**src/rtl/game_pkg.sv**
```systemverilog
// Shared constants and types for the board move sequencer.
package game_pkg;

  localparam int unsigned CELLS = 16;
  localparam int unsigned SUM_W = 20;

  localparam logic [3:0] TILE_2 = 4'd1;
  localparam logic [3:0] TILE_4 = 4'd2;

  localparam logic [3:0] DIR_LEFT  = 4'b0001;
  localparam logic [3:0] DIR_RIGHT = 4'b0010;
  localparam logic [3:0] DIR_UP    = 4'b0100;
  localparam logic [3:0] DIR_DOWN  = 4'b1000;

  typedef enum logic [3:0] {
    ST_INIT_A,
    ST_INIT_B,
    ST_IDLE,
    ST_LAUNCH,
    ST_WAIT,
    ST_SETTLE,
    ST_SCAN,
    ST_WRITE,
    ST_CHECK,
    ST_OVER
  } state_t;

  // Exponent of cell i from the packed row-major board.
  function automatic logic [3:0] cell_val(input logic [63:0] b, input logic [3:0] i);
    return b[4*i +: 4];
  endfunction

endpackage

```
**src/rtl/lfsr16.sv**
```systemverilog
// 16-bit Fibonacci LFSR, taps x^16+x^14+x^13+x^11, free-running.
module lfsr16 #(
  parameter logic [15:0] SEED = 16'hACE1
) (
  input  logic        clk,
  input  logic        rst,
  output logic [15:0] q
);

  logic [15:0] r_q;
  logic        w_fb;

  assign w_fb = r_q[15] ^ r_q[13] ^ r_q[12] ^ r_q[10];

  // Shift one step every cycle; reset loads the nonzero seed.
  always_ff @(posedge clk or negedge rst) begin
    if (!rst) r_q <= SEED;
    else      r_q <= {r_q[14:0], w_fb};
  end

  assign q = r_q;

endmodule

```
**src/rtl/move_sequencer.sv**
```systemverilog
// Board-level move controller: launch, settle, score, spawn, game-over.
module move_sequencer
  import game_pkg::*;
#(
  parameter int unsigned SCORE_W   = 20,
  parameter int unsigned TIMEOUT   = 64,
  parameter logic [15:0] LFSR_SEED = 16'hACE1
) (
  input  logic               clk,
  input  logic               rst,
  input  logic               key_valid,
  input  logic [3:0]         key_dir,
  output logic               key_accept,
  output logic [3:0]         launch_dir,
  input  logic [3:0]         line_done,
  input  logic [63:0]        board_values,
  input  logic [15:0]        node_score,
  input  logic [15:0]        node_movable,
  output logic [15:0]        preset_ext,
  output logic [3:0]         preset_value,
  output logic [SCORE_W-1:0] score_total,
  output logic               busy,
  output logic               game_over,
  output logic               err
);

  localparam int unsigned TW     = $clog2(TIMEOUT) + 1;
  localparam logic [TW-1:0] T_LAST = TW'(TIMEOUT - 1);
  localparam logic [TW-1:0] T_ONE  = TW'(1);

  state_t              r_state, w_next, r_ret;
  logic [63:0]         r_snap;
  logic [3:0]          r_dir, r_mask, w_mask;
  logic [TW-1:0]       r_timer;
  logic [3:0]          r_start, r_k, r_idx, w_scan_idx;
  logic                w_scan_hit, w_key_ok;
  logic [SCORE_W-1:0]  r_score;
  logic [SUM_W-1:0]    w_sum;
  logic [SCORE_W:0]    w_acc;
  logic                r_busy, r_key_accept, r_err, r_game_over;
  logic [15:0]         w_lfsr;
  logic                w_unused_lfsr;

  lfsr16 #(.SEED(LFSR_SEED)) u_lfsr (
    .clk (clk),
    .rst (rst),
    .q   (w_lfsr)
  );

  // Upper LFSR bits are not consumed here.
  assign w_unused_lfsr = ^w_lfsr[15:8];

  assign w_key_ok   = key_valid && $onehot(key_dir);
  assign w_mask     = r_mask | line_done;
  assign w_scan_idx = r_start + r_k;
  assign w_scan_hit = (cell_val(board_values, w_scan_idx) == 4'd0);

  // Per-cycle merge score: sum of 2^value over flagged cells.
  always_comb begin
    w_sum = '0;
    for (int unsigned i = 0; i < CELLS; i++)
      if (node_score[i]) w_sum = w_sum + (SUM_W'(1) << board_values[4*i +: 4]);
  end

  assign w_acc = {1'b0, r_score} + (SCORE_W + 1)'(w_sum);

  // State register.
  always_ff @(posedge clk or negedge rst) begin
    if (!rst) r_state <= ST_INIT_A;
    else      r_state <= w_next;
  end

  // Next-state logic.
  always_comb begin
    w_next = r_state;
    unique case (r_state)
      ST_INIT_A, ST_INIT_B: w_next = ST_SCAN;
      ST_IDLE:   if (w_key_ok) w_next = ST_LAUNCH;
      ST_LAUNCH: w_next = ST_WAIT;
      ST_WAIT:   if (w_mask == 4'hF || r_timer == T_LAST) w_next = ST_SETTLE;
      ST_SETTLE: if (r_timer == T_ONE) w_next = (board_values != r_snap) ? ST_SCAN : ST_CHECK;
      ST_SCAN: begin
        if (w_scan_hit)          w_next = ST_WRITE;
        else if (r_k == 4'd15)   w_next = ST_CHECK;
      end
      ST_WRITE:  w_next = r_ret;
      ST_CHECK:  if (r_timer == T_ONE) w_next = (node_movable == '0) ? ST_OVER : ST_IDLE;
      ST_OVER:   w_next = ST_OVER;
      default:   w_next = ST_IDLE;
    endcase
  end

  // State-decoded outputs; init spawns are always the small tile.
  always_comb begin
    launch_dir   = '0;
    preset_ext   = '0;
    preset_value = '0;
    if (r_state == ST_LAUNCH) launch_dir = r_dir;
    if (r_state == ST_WRITE) begin
      preset_ext   = 16'd1 << r_idx;
      preset_value = (r_ret == ST_CHECK && w_lfsr[7:4] == 4'd0) ? TILE_4 : TILE_2;
    end
  end

  // Datapath: snapshot, line mask, timers, scan cursor, score and sticky flags.
  // busy is registered from the next state so it reads 0 while reset is held.
  always_ff @(posedge clk or negedge rst) begin
    if (!rst) begin
      r_ret        <= ST_IDLE;
      r_snap       <= '0;
      r_dir        <= '0;
      r_mask       <= '0;
      r_timer      <= '0;
      r_start      <= '0;
      r_k          <= '0;
      r_idx        <= '0;
      r_score      <= '0;
      r_busy       <= 1'b0;
      r_key_accept <= 1'b0;
      r_err        <= 1'b0;
      r_game_over  <= 1'b0;
    end else begin
      r_timer      <= (w_next != r_state) ? '0 : r_timer + T_ONE;
      r_busy       <= !(w_next == ST_IDLE || w_next == ST_OVER);
      r_key_accept <= (r_state == ST_IDLE) && w_key_ok;

      if (w_next == ST_SCAN && r_state != ST_SCAN) begin
        r_start <= w_lfsr[3:0];
        r_k     <= '0;
      end else if (r_state == ST_SCAN) begin
        r_k <= r_k + 4'd1;
      end

      unique case (r_state)
        ST_INIT_A: r_ret <= ST_INIT_B;
        ST_INIT_B: r_ret <= ST_IDLE;
        ST_IDLE: begin
          if (w_key_ok) begin
            r_snap <= board_values;
            r_dir  <= key_dir;
            r_mask <= '0;
          end
        end
        ST_WAIT: begin
          r_mask  <= w_mask;
          r_score <= w_acc[SCORE_W] ? '1 : w_acc[SCORE_W-1:0];
          if (r_timer == T_LAST && w_mask != 4'hF) r_err <= 1'b1;
        end
        ST_SETTLE: begin
          r_ret   <= ST_CHECK;
          r_score <= w_acc[SCORE_W] ? '1 : w_acc[SCORE_W-1:0];
        end
        ST_SCAN: begin
          if (w_scan_hit)        r_idx <= w_scan_idx;
          else if (r_k == 4'd15) r_err <= 1'b1;
        end
        ST_CHECK: begin
          if (r_timer == T_ONE && node_movable == '0) r_game_over <= 1'b1;
        end
        default: ;
      endcase
    end
  end

  assign key_accept  = r_key_accept;
  assign score_total = r_score;
  assign busy        = r_busy;
  assign game_over   = r_game_over;
  assign err         = r_err;

endmodule

```
**config.mk**
```make
export PLATFORM = sky130hd
export DESIGN_NAME = move_sequencer
export DESIGN_NICKNAME = d
export VERILOG_FILES = /design/src/rtl/game_pkg.sv /design/src/rtl/lfsr16.sv /design/src/rtl/move_sequencer.sv
export SDC_FILE = /design/constraint.sdc
export NUM_CORES = 1
export LEC_CHECK = 0
export CORE_MARGIN = 2
export CORE_UTILIZATION = 40
export CTS_CLUSTER_SIZE = 10
export DETAILED_ROUTE_END_ITERATION = 8
export PLACE_DENSITY = 0.54
export SYNTH_ARGS = -nofsm -noshare
export SYNTH_HDL_FRONTEND = slang
export SYNTH_SLANG_ARGS = --single-unit
```
**constraint.sdc**
```tcl
create_clock -name clk -period 13.09 [get_ports clk]
set_clock_uncertainty 0.05 [all_clocks]
set_input_delay 2.618 -clock clk [delete_from_list [all_inputs] [get_ports clk]]
set_output_delay 2.618 -clock clk [all_outputs]
set_load 0.1 [all_outputs]
```
# After elaboration in Yosys (flattened, before gate mapping)
# Index checks and enable logic that the tools add are counted.
# word_totals
register_bits	139
latch_bits	0
mem_bits_rw	0
rom_bits	0
out_inout_bits	48
memories	0
# op_classes
n_addsub	22
multipliers	0
n_div	0
n_lt_le_gt_ge	0
n_eq_ne	26
shifts	18
muxes	40
bitwise	4
n_reduce_logical	24
# op_table
operator	count
$mux W20	17
$shl A1 B4 Y20 const A	16
$add A20 B20 Y20	15
$ne A64 B64 Y1	1
$shiftx A64 B7 Y4	1
$mux W4	12
$pmux W4 S9	1
$eq A4 B4 Y1 const B	6
$add A20 B20 Y21	1
$eq A4 B3 Y1 const B	5
$logic_not A16 Y1	1
$mux W16	1
$shl A1 B4 Y16 const A	1
$eq A4 B2 Y1 const B	3
$logic_not A4 Y1	3
$pmux W4 S3	1
$pmux W4 S2	1
$reduce_and A2 Y1	4
$add A7 B1 Y7 const B	1
$eq A7 B1 Y1 const B	1
$eq A7 B6 Y1 const B	1
$mux W7	1
$logic_and A1 B1 Y1	6
$ne A2 B2 Y1 const B	3
other kinds (21)	31

# Longest topological paths before layout
# Gate-level depths: netlist of the first run.
# depth
depth_word	34
ltp_mapped	109

# Cells and area by module
# From an unflattened synthesis of the first run, not the netlist that was laid out.
# hier_totals
cells_unflattened	3302
area_unflattened_um2	23805.3
# by_module_without_submodules
module	instances	cells_each	area_each_um2	seq_area_each_um2
move_sequencer	1	3283	23368.7	3054.2
lfsr16	1	19	436.7	410.4

# Least setup slack after synthesis of the first run
# No wires, ideal clock.
# synth_path
path_type	input -> register
startpoint	input port board_values[2]
endpoint	register r_score[1] (netlist: score_total[1])
setup_time_ns	0.067
arrival_time_ns	20.807
required_time_ns	12.973
path_slack_ns	-7.834
stages	99
path_cell_list	or3b_1 > buf_2 > nor2_1 > ha_1 > inv_1 > fa_1 > or3b_2 > o22ai_1 > o211ai_1 > and2_1 > xor2_1 > o21ai_0 > ha_1 > or3_1 > nor3b_1 > o41ai_1 > inv_1 > ha_1 > (+63 left out) > a21oi_1 > ha_1 > a21oi_1 > xor2_1 > a21oi_1 > o31a_1 > ha_1 > nor2b_1 > o211ai_1 > maj3_2 > nor4b_2 > nor3_2 > xnor2_1 > ha_1 > o21ai_0 > nand3b_1 > clkbuf_1 > o22a_1
# synth_via
elab_chain_len	34
# synth_rtl
element	line_no	source
from (decl)	move_sequencer.sv:16	input logic [63:0] board_values,
$shl A1 B4 Y20 *	move_sequencer.sv:62	if (node_score[i]) w_sum = w_sum + (SUM_W'(1) << board_values[4*i +: 4]);
$mux W20 *	move_sequencer.sv:62	
$add A20 B20 Y20	move_sequencer.sv:62	
$mux W20 *	move_sequencer.sv:62	
$add A20 B20 Y20	move_sequencer.sv:62	
$mux W20 *	move_sequencer.sv:62	
$add A20 B20 Y20	move_sequencer.sv:62	
$mux W20 *	move_sequencer.sv:62	
(+18 left out)	n/a	
$add A20 B20 Y20	move_sequencer.sv:62	
$mux W20 *	move_sequencer.sv:62	
$add A20 B20 Y20	move_sequencer.sv:62	
$mux W20 *	move_sequencer.sv:62	
$add A20 B20 Y20	move_sequencer.sv:62	
$mux W20 *	move_sequencer.sv:62	
$add A20 B20 Y21 *	move_sequencer.sv:65	assign w_acc = {1'b0, r_score} + (SCORE_W + 1)'(w_sum);
$mux W20 *	move_sequencer.sv:146, move_sequencer.sv:151	
to (signal assigned)	move_sequencer.sv:146	r_score <= w_acc[SCORE_W] ? '1 : w_acc[SCORE_W-1:0];
to (signal assigned)	move_sequencer.sv:151	r_score <= w_acc[SCORE_W] ? '1 : w_acc[SCORE_W-1:0];
to (decl)	move_sequencer.sv:37	logic [SCORE_W-1:0] r_score;
# Every way passes the cells marked *; elsewhere a longest branch is shown, timed or not.
# A chain may end at the register's enable or synchronous reset.

# Final worst setup path of the first run
# layout_path
startpoint	input port board_values[3]
endpoint	register r_score[16] (netlist: score_total[16])
# Same word-level chain as after synthesis.

==> results.ini, run 1 <==
[run_status]
status=finished with violations
violations=setup timing

[floorplan]
fp.dieW_um=245.2
core-area_mm2=0.05759
die_y_um=245.2
initial_utilization_pct=40.42
num_rows=88
die_area_mm2=0.06013
ios=155

[setup_path]
slowest_delay_ns=0.40
r2r_start=score_total[0]
worstSetupStartpointType=input port
required_ns=13.35
critical_path.endpoint_type=flip-flop
crit_type=input port to flip-flop
r2r_cells=26
r2r_setup_slack_ns=8.72
cp_slowest_cell=or3b_4
crit_path_frequent_cell=ha_4
cp_max_fo=5
r2r-end=score_total[16]
worstPathArrival_ns=20.28

[pwr]
p_clk_share_pct=12.3
peakVddDrop_v=0.0002505
seqPwrFrac_pct=17.7
p_leak_uw=0.01626
p_sw_share_pct=44.25
power.density_mw_per_mm2=123.3
p_int_uw=2327
netSwitchingPower_uw=1847
pwr-share-comb_pct=70.0

[placement]
gp_congestion=0.9274
hpwlAfterDp_um=68700
portBuffers=152
dp_slack_ns=-8.588

[worst_hold_path]
whs_path_depth=0
hp-class=flip-flop to flip-flop
holdPathEnd=u_lfsr.q[10]
hold_path.startpoint=u_lfsr.q[9]

[timing]
layout_min_cycle_time_ns=20.02
clock.fmax_mhz=49.95
setup_viol=20
fin_crit_sh_pct=152.9
maxSlewViolCount=0
worstMarginPinSlew_ns=1.065
rsz0062_at_grt=yes
hold_violations=0
relSlewSlack_pct=28.78
setup_slack_ns=-6.929
tns_ns=-138.28
worst_hold_slack_ns=0.3018

[cts]
hold_buffers=0
cts_tree=done
cts_buffer_depth=2
htree_levels=4
clkTransAtPathRegs_ns=0.06
clk_latency_ns=0.42
cts_buffers=17
cts_root_buf=clkbuf_16
cts_sinks=138

[flow_run]
maxCapViolations=0

[drt]
routed_wl_um=83980
dr_total_vias=26190
vias_per_cell=5.336
post-route-drc-count=0
antenna_left=0
drt-initial-drc-count=1425
avgRoutedWirePerCell_um=17.11
dr.pass1.iters=7

[final_layout]
layout.nets=4514
final_layout_size_suffix_gt1_share_pct=30.22
n_fill_cell=5448
postLayoutCoreUtil_pct=58.79
area_delta_synth_final_pct=45.45

[yosys]
ys_seq_elements=138
netlist_instances=3236
ys_top_cells_by_count=391 x nand2_1, 341 x nor2_1, 262 x ha_1, 246 x o21ai_0, 241 x a21oi_1
synth_top_cell_by_area=ha_1
synth_cell_type_count=99
synth_top_area_share_pct=14.09
avgSynthCellArea_um2=7.192
async_flop_share_pct=100.0
synthFlopType=dfrtp_1
yosys_warnings=0
synth_area_leaders=ha_1 14%, dfrtp_1 14%, xnor2_1 7.5%
yosysSeqAreaShare_pct=14.89
synth.most_common_cell=nand2_1
syn_area_mm2=0.02327
synth_edf_count=0

[grt]
gr-total-overflow=0
grt_max_degree=81
antenna_found_initial=6
grt_util_all_layers_pct=27.50
grt_pass1_wl_um=133700
grt_pass1_vias=25860

[layer usage]
metal	part of all wire (%)	wire length, um	vias to the layer above	global-route usage (%)
met5	0.031	26	-	0
li1	-	-	13150	-
met4	2.6	2182	4	7.873
met1	45	37660	12440	35.40
met2	49	41100	483	48.69
met3	3.6	3018	117	2.449
[power by group through the flow]
stage               Clock, uW  Sequential (uW)  Combinational (uW)
floorplan                   0              910                1530
global placement            0              735                2630
detailed placement          0              742                2700
CTS                       522              737                2870
global route              538              761                3210
finish                    512              738                2920
[flip-flops by register name (all words and copies together) (netlist names)]
signal       flops
busy             1
err              1
game_over        1
key_accept       1
r_dir            4
r_idx            4
r_k              4
r_mask           4
r_ret            3
r_snap          64
r_start          4
r_state          4
r_timer          7
score_total     20
u_lfsr.q        16
[cell families (layout without fill, tap and decap cells)]
family                   Yosys count  in the layout  share of synthesized area (%)
AND/OR/NAND/NOR                 1237           1237                          25.14
AO/OA/AOI/OAI                    850            850                          23.08
buffers and inverters            357           1259                          5.887
adder cells (fa/ha/maj)          281            281                          15.68
XOR/XNOR                         275            275                          10.54
flip-flops                       138            138                          14.89
multiplexers                      97             97                          4.763
other                              1              6                        0.01611
[placed cells by master (no fill, tap or decap), types with 23 or more instances in the layout]
cell               n
nand4_1           23
xnor2_1          188
dfrtp_1          129
ha_4              33
nor2_1           334
nor2b_1           35
nand3_1           37
or3_1             31
o21bai_1          47
nand2_1          387
o21ai_0          189
a21oi_1          184
inv_1            202
and2_1            26
o21ai_2           25
mux2_2            60
nor3_1           111
clkdlybuf4s50_1  142
a21o_1            61
nand2b_1          99
nor4_1            30
xor2_1            71
buf_4            850
o21ai_1           32
a21oi_2           50
ha_1             226
mux2i_1           23
o21a_1            44
[critical path, delay by kind of cell]
| kind | cells | cell delay, ns |
|---|---|---|
| xor+xnor | 7 | 0.93 |
| compound gates | 34 | 5.35 |
| buf+inv | 13 | 1.48 |
| mux | 7 | 1.54 |
| fa+ha+maj | 16 | 4.43 |
| simple gates | 25 | 3.89 |
[through the flow]
step | power, uW | cell area, um^2 | std cells
2_1_floorplan | 2445 | 23640 | 3237
3_3_place_gp | 3369 | 31490 | 4801
3_5_place_dp | 3446 | 31490 | 4801
4_1_cts | 4125 | 33200 | 4877
5_1_grt | 4511 | 33850 | 4908
6_report | 4173 | 33850 | 4908
[what timing repair did]
item | in CTS | in global routing
endpoints found under the setup margin | 20 | 20
cloned | 3 | 0
setup buffers | 42 | 28
gates resized for setup | 189 | 116
pin swaps | 118 | 71
[worst max path at each step]
stage	start	endpoint	slack, ns
5_1_grt	board_values[4]	score_total[16]	-7.79
3_3_place_gp	node_score[0]	score_total[3]	-8.12
3_5_place_dp	board_values[5]	score_total[19]	-8.59
6_report	board_values[3]	score_total[16]	-6.93
2_1_floorplan	board_values[2]	score_total[10]	-6.57
4_1_cts	board_values[3]	score_total[4]	-6.85
[final cells by class]
class | instances | area (um^2) | area share (%)
Antenna cell | 4 | 10.01 | 0.02957
Clock buffer | 20 | 456.7 | 1.349
Clock inverter | 11 | 170.2 | 0.5027
Inverter | 212 | 800.8 | 2.365
Multi-Input combinational cell | 2742 | 19880 | 58.72
Sequential cell | 138 | 3465 | 10.23
Tap cell | 765 | 957.2 | 2.827
Timing Repair Buffer | 1016 | 8115 | 23.97
Note: power is estimated with default switching activity, not from simulation.
==> inputs of run 2 (changes only) <==
--- a/config.mk
+++ b/config.mk
@@ -10,6 +10,8 @@
 export CTS_CLUSTER_SIZE = 10
 export DETAILED_ROUTE_END_ITERATION = 8
 export PLACE_DENSITY = 0.54
+export SETUP_SLACK_MARGIN = 0.1
+export SLEW_MARGIN = 5
 export SYNTH_ARGS = -nofsm -noshare
 export SYNTH_HDL_FRONTEND = slang
 export SYNTH_SLANG_ARGS = --single-unit
==> constraint.sdc (replaced) <==
create_clock -name clk -period 19.32 [get_ports clk]
set_clock_uncertainty 0.05 [all_clocks]
set_input_delay 3.864 -clock clk [delete_from_list [all_inputs] [get_ports clk]]
set_output_delay 3.864 -clock clk [all_outputs]
set_load 0.1 [all_outputs]
==> results.ini, run 2 (synthesized netlist as in run 1, its figures left out) <==
[drt]
drt-initial-drc-count=1540  ; +8.1%
routed_wl_um=81930  ; -2.4%
dr.pass1.iters=5  ; -2
dr_total_vias=25850  ; -1.3%
vias_per_cell=5.398  ; +1.2%
antenna_left=0  ; unchanged
avgRoutedWirePerCell_um=17.11  ; about the same
post-route-drc-count=0  ; unchanged

[timing]
setup_viol=20  ; unchanged
tns_ns=-40.10  ; +98.18 ns
maxSlewViolCount=0  ; unchanged
hold_violations=0  ; unchanged
clock.fmax_mhz=46.87
relSlewSlack_pct=29.38  ; +0.60 points
setup_slack_ns=-2.016  ; +4.913 ns
rsz0062_at_grt=yes
layout_min_cycle_time_ns=21.34
fin_crit_sh_pct=110.4
worstMarginPinSlew_ns=1.050  ; -0.01540 ns

[final_layout]
final_common_cell=buf_4
n_fill_cell=5477  ; +0.53%
seq_area_mm2=0.003465  ; unchanged
area_delta_synth_final_pct=41.05
multi_input_area_mm2=0.01985  ; -0.14%
top_register=r_snap
largest_reg_flops=64  ; unchanged
finalInstanceArea_mm2=0.03283  ; -3.0%
mostFrequentLayoutCells=731 x buf_4, 386 x nand2_1, 334 x nor2_1
final_layout_size_suffix_gt1_share_pct=27.80  ; -2.4 points
postLayoutCoreUtil_pct=57.00  ; -1.8 points
layout.nets=4392  ; -2.7%

[setup_path]
worstPathArrival_ns=21.60  ; +1.32 ns
slowest_delay_ns=0.41  ; about the same
critical_path.endpoint_type=flip-flop
crit_path_frequent_cell=ha_4
cp_max_fo=5  ; unchanged
r2r_setup_slack_ns=14.91  ; +6.19 ns
crit_type=input port to flip-flop
r2r_cells=26  ; unchanged
r2r-end=score_total[18]
required_ns=19.59  ; +6.24 ns
worstSetupStartpointType=input port
cp_slowest_cell=or3b_4
r2r_start=score_total[0]

[cts]
clkTransAtPathRegs_ns=0.07  ; about the same
cts_buffer_depth=2  ; unchanged
cts_sinks=138  ; unchanged
cts_tree=done
clk_latency_ns=0.42  ; about the same
cts_buffers=17  ; unchanged
cts_root_buf=clkbuf_16
htree_levels=4  ; unchanged

[pwr]
p_leak_uw=0.01558  ; -4.2%
power.density_mw_per_mm2=85.06  ; -31%
seqPwrFrac_pct=17.9  ; +0.2 points
pwr-share-comb_pct=70.8  ; +0.8 points
p_sw_share_pct=45.07  ; +0.82 points
p_clk_share_pct=11.3  ; -1.0 points
netSwitchingPower_uw=1258  ; -32%
peakVddDrop_v=0.0001621  ; -35%
p_int_uw=1534  ; -34%

[grt]
grt_use_met3_pct=2.394  ; -0.055 points
top_usage_layer=met2
met1_usage_pct=34.40  ; -1.0 points
grt_max_degree=73  ; -9.9%
grt_pass1_wl_um=131000  ; -2.0%
grt_util_all_layers_pct=26.78  ; -0.72 points
gr-total-overflow=0  ; unchanged
grt_use_met2_pct=47.57  ; -1.1 points
antenna_found_initial=8  ; +2
grt_pass1_vias=25710  ; -0.56%

[floorplan]
initial_utilization_pct=40.42  ; unchanged
fp.dieW_um=245.2  ; unchanged
core-area_mm2=0.05759  ; unchanged
ios=155  ; unchanged
die_area_mm2=0.06013  ; unchanged
die_y_um=245.2  ; unchanged
num_rows=88  ; unchanged

[worst_hold_path]
hold_path.startpoint=u_lfsr.q[8]
holdPathEnd=u_lfsr.q[9]
hp-class=flip-flop to flip-flop
whs_path_depth=0  ; unchanged

[run_status]
violations=setup timing
status=finished with violations

[placement]
hpwlAfterDp_um=65850  ; -4.2%
portBuffers=152  ; unchanged
place_area_mm2=0.03057  ; -2.9%
gp_congestion=0.8912  ; -3.9%

[flow_run]
maxCapViolations=0  ; unchanged

## run 2: repair_timing
| action | CTS | global route |
|---|---|---|
| hold buffers | 0 | 0 |
| pin swaps | 117 | 70 |
| resized for setup | 148 | 140 |
| cloned | 3 | 0 |
| setup buffers | 45 | 24 |
| endpoints found under the setup margin | 20 | 20 |
## run 2: how the worst max path moves through the flow
| stage | slack (ns) | start | endpoint | cells past startpoint |
|---|---|---|---|---|
| after floorplan | -1.58 | board_values[2] | score_total[10] | 99 |
| after CTS | -1.92 | board_values[3] | score_total[2] | 99 |
| after global placement | -3.16 | board_values[5] | score_total[2] | 97 |
| final | -2.02 | board_values[3] | score_total[18] | 104 |
| after detailed placement | -3.49 | board_values[5] | score_total[2] | 96 |
| after global routing | -2.93 | board_values[3] | score_total[14] | 103 |
## run 2: stage by stage
step	hold slack (ns)	worst slack, ns	total power, uW	std cells
final	0.2981	-2.016	2792	4789
after global routing	0.3022	-2.934	3016	4788
after CTS	0.2978	-1.917	2726	4759
after detailed placement	0.2855	-3.494	2317	4679
after global placement	0.2874	-3.157	2271	4679
after floorplan	0.2812	-1.585	1656	3237
## run 2: routing by layer
metal / wire length (um) / share of wire [%]
met4: 2165 / 2.6
met1: 36860 / 45
met3: 2494 / 3.0
met2: 40380 / 49
met5: 29 / 0.035
## run 2: layout make-up
| class | count | share of cell area, % |
|---|---|---|
| well taps | 765 | 2.916 |
| repair buffers | 894 | 21.87 |
| flip-flops and latches | 138 | 10.55 |
| clock buffers | 20 | 1.361 |
| diodes | 6 | 0.04574 |
| inverters | 212 | 2.432 |
| multi-input cells | 2742 | 60.47 |
| clock inverters | 12 | 0.3507 |
## run 2: critical path: cells and delay by family
kind / cells / cell delay, ns
simple gates: 24 / 3.90
compound gates: 36 / 4.83
mux: 5 / 1.47
fa+ha+maj: 17 / 4.81
buf+inv: 15 / 1.68
xor+xnor: 7 / 1.01
## run 2: power by group through the flow
| stage | clock (uW) | sequential (uW) | combinational (uW) |
|---|---|---|---|
| CTS | 317 | 500 | 1910 |
| detailed placement | 0 | 504 | 1810 |
| floorplan | 0 | 617 | 1040 |
| finish | 314 | 500 | 1980 |
| global placement | 0 | 498 | 1770 |
| global route | 330 | 517 | 2170 |
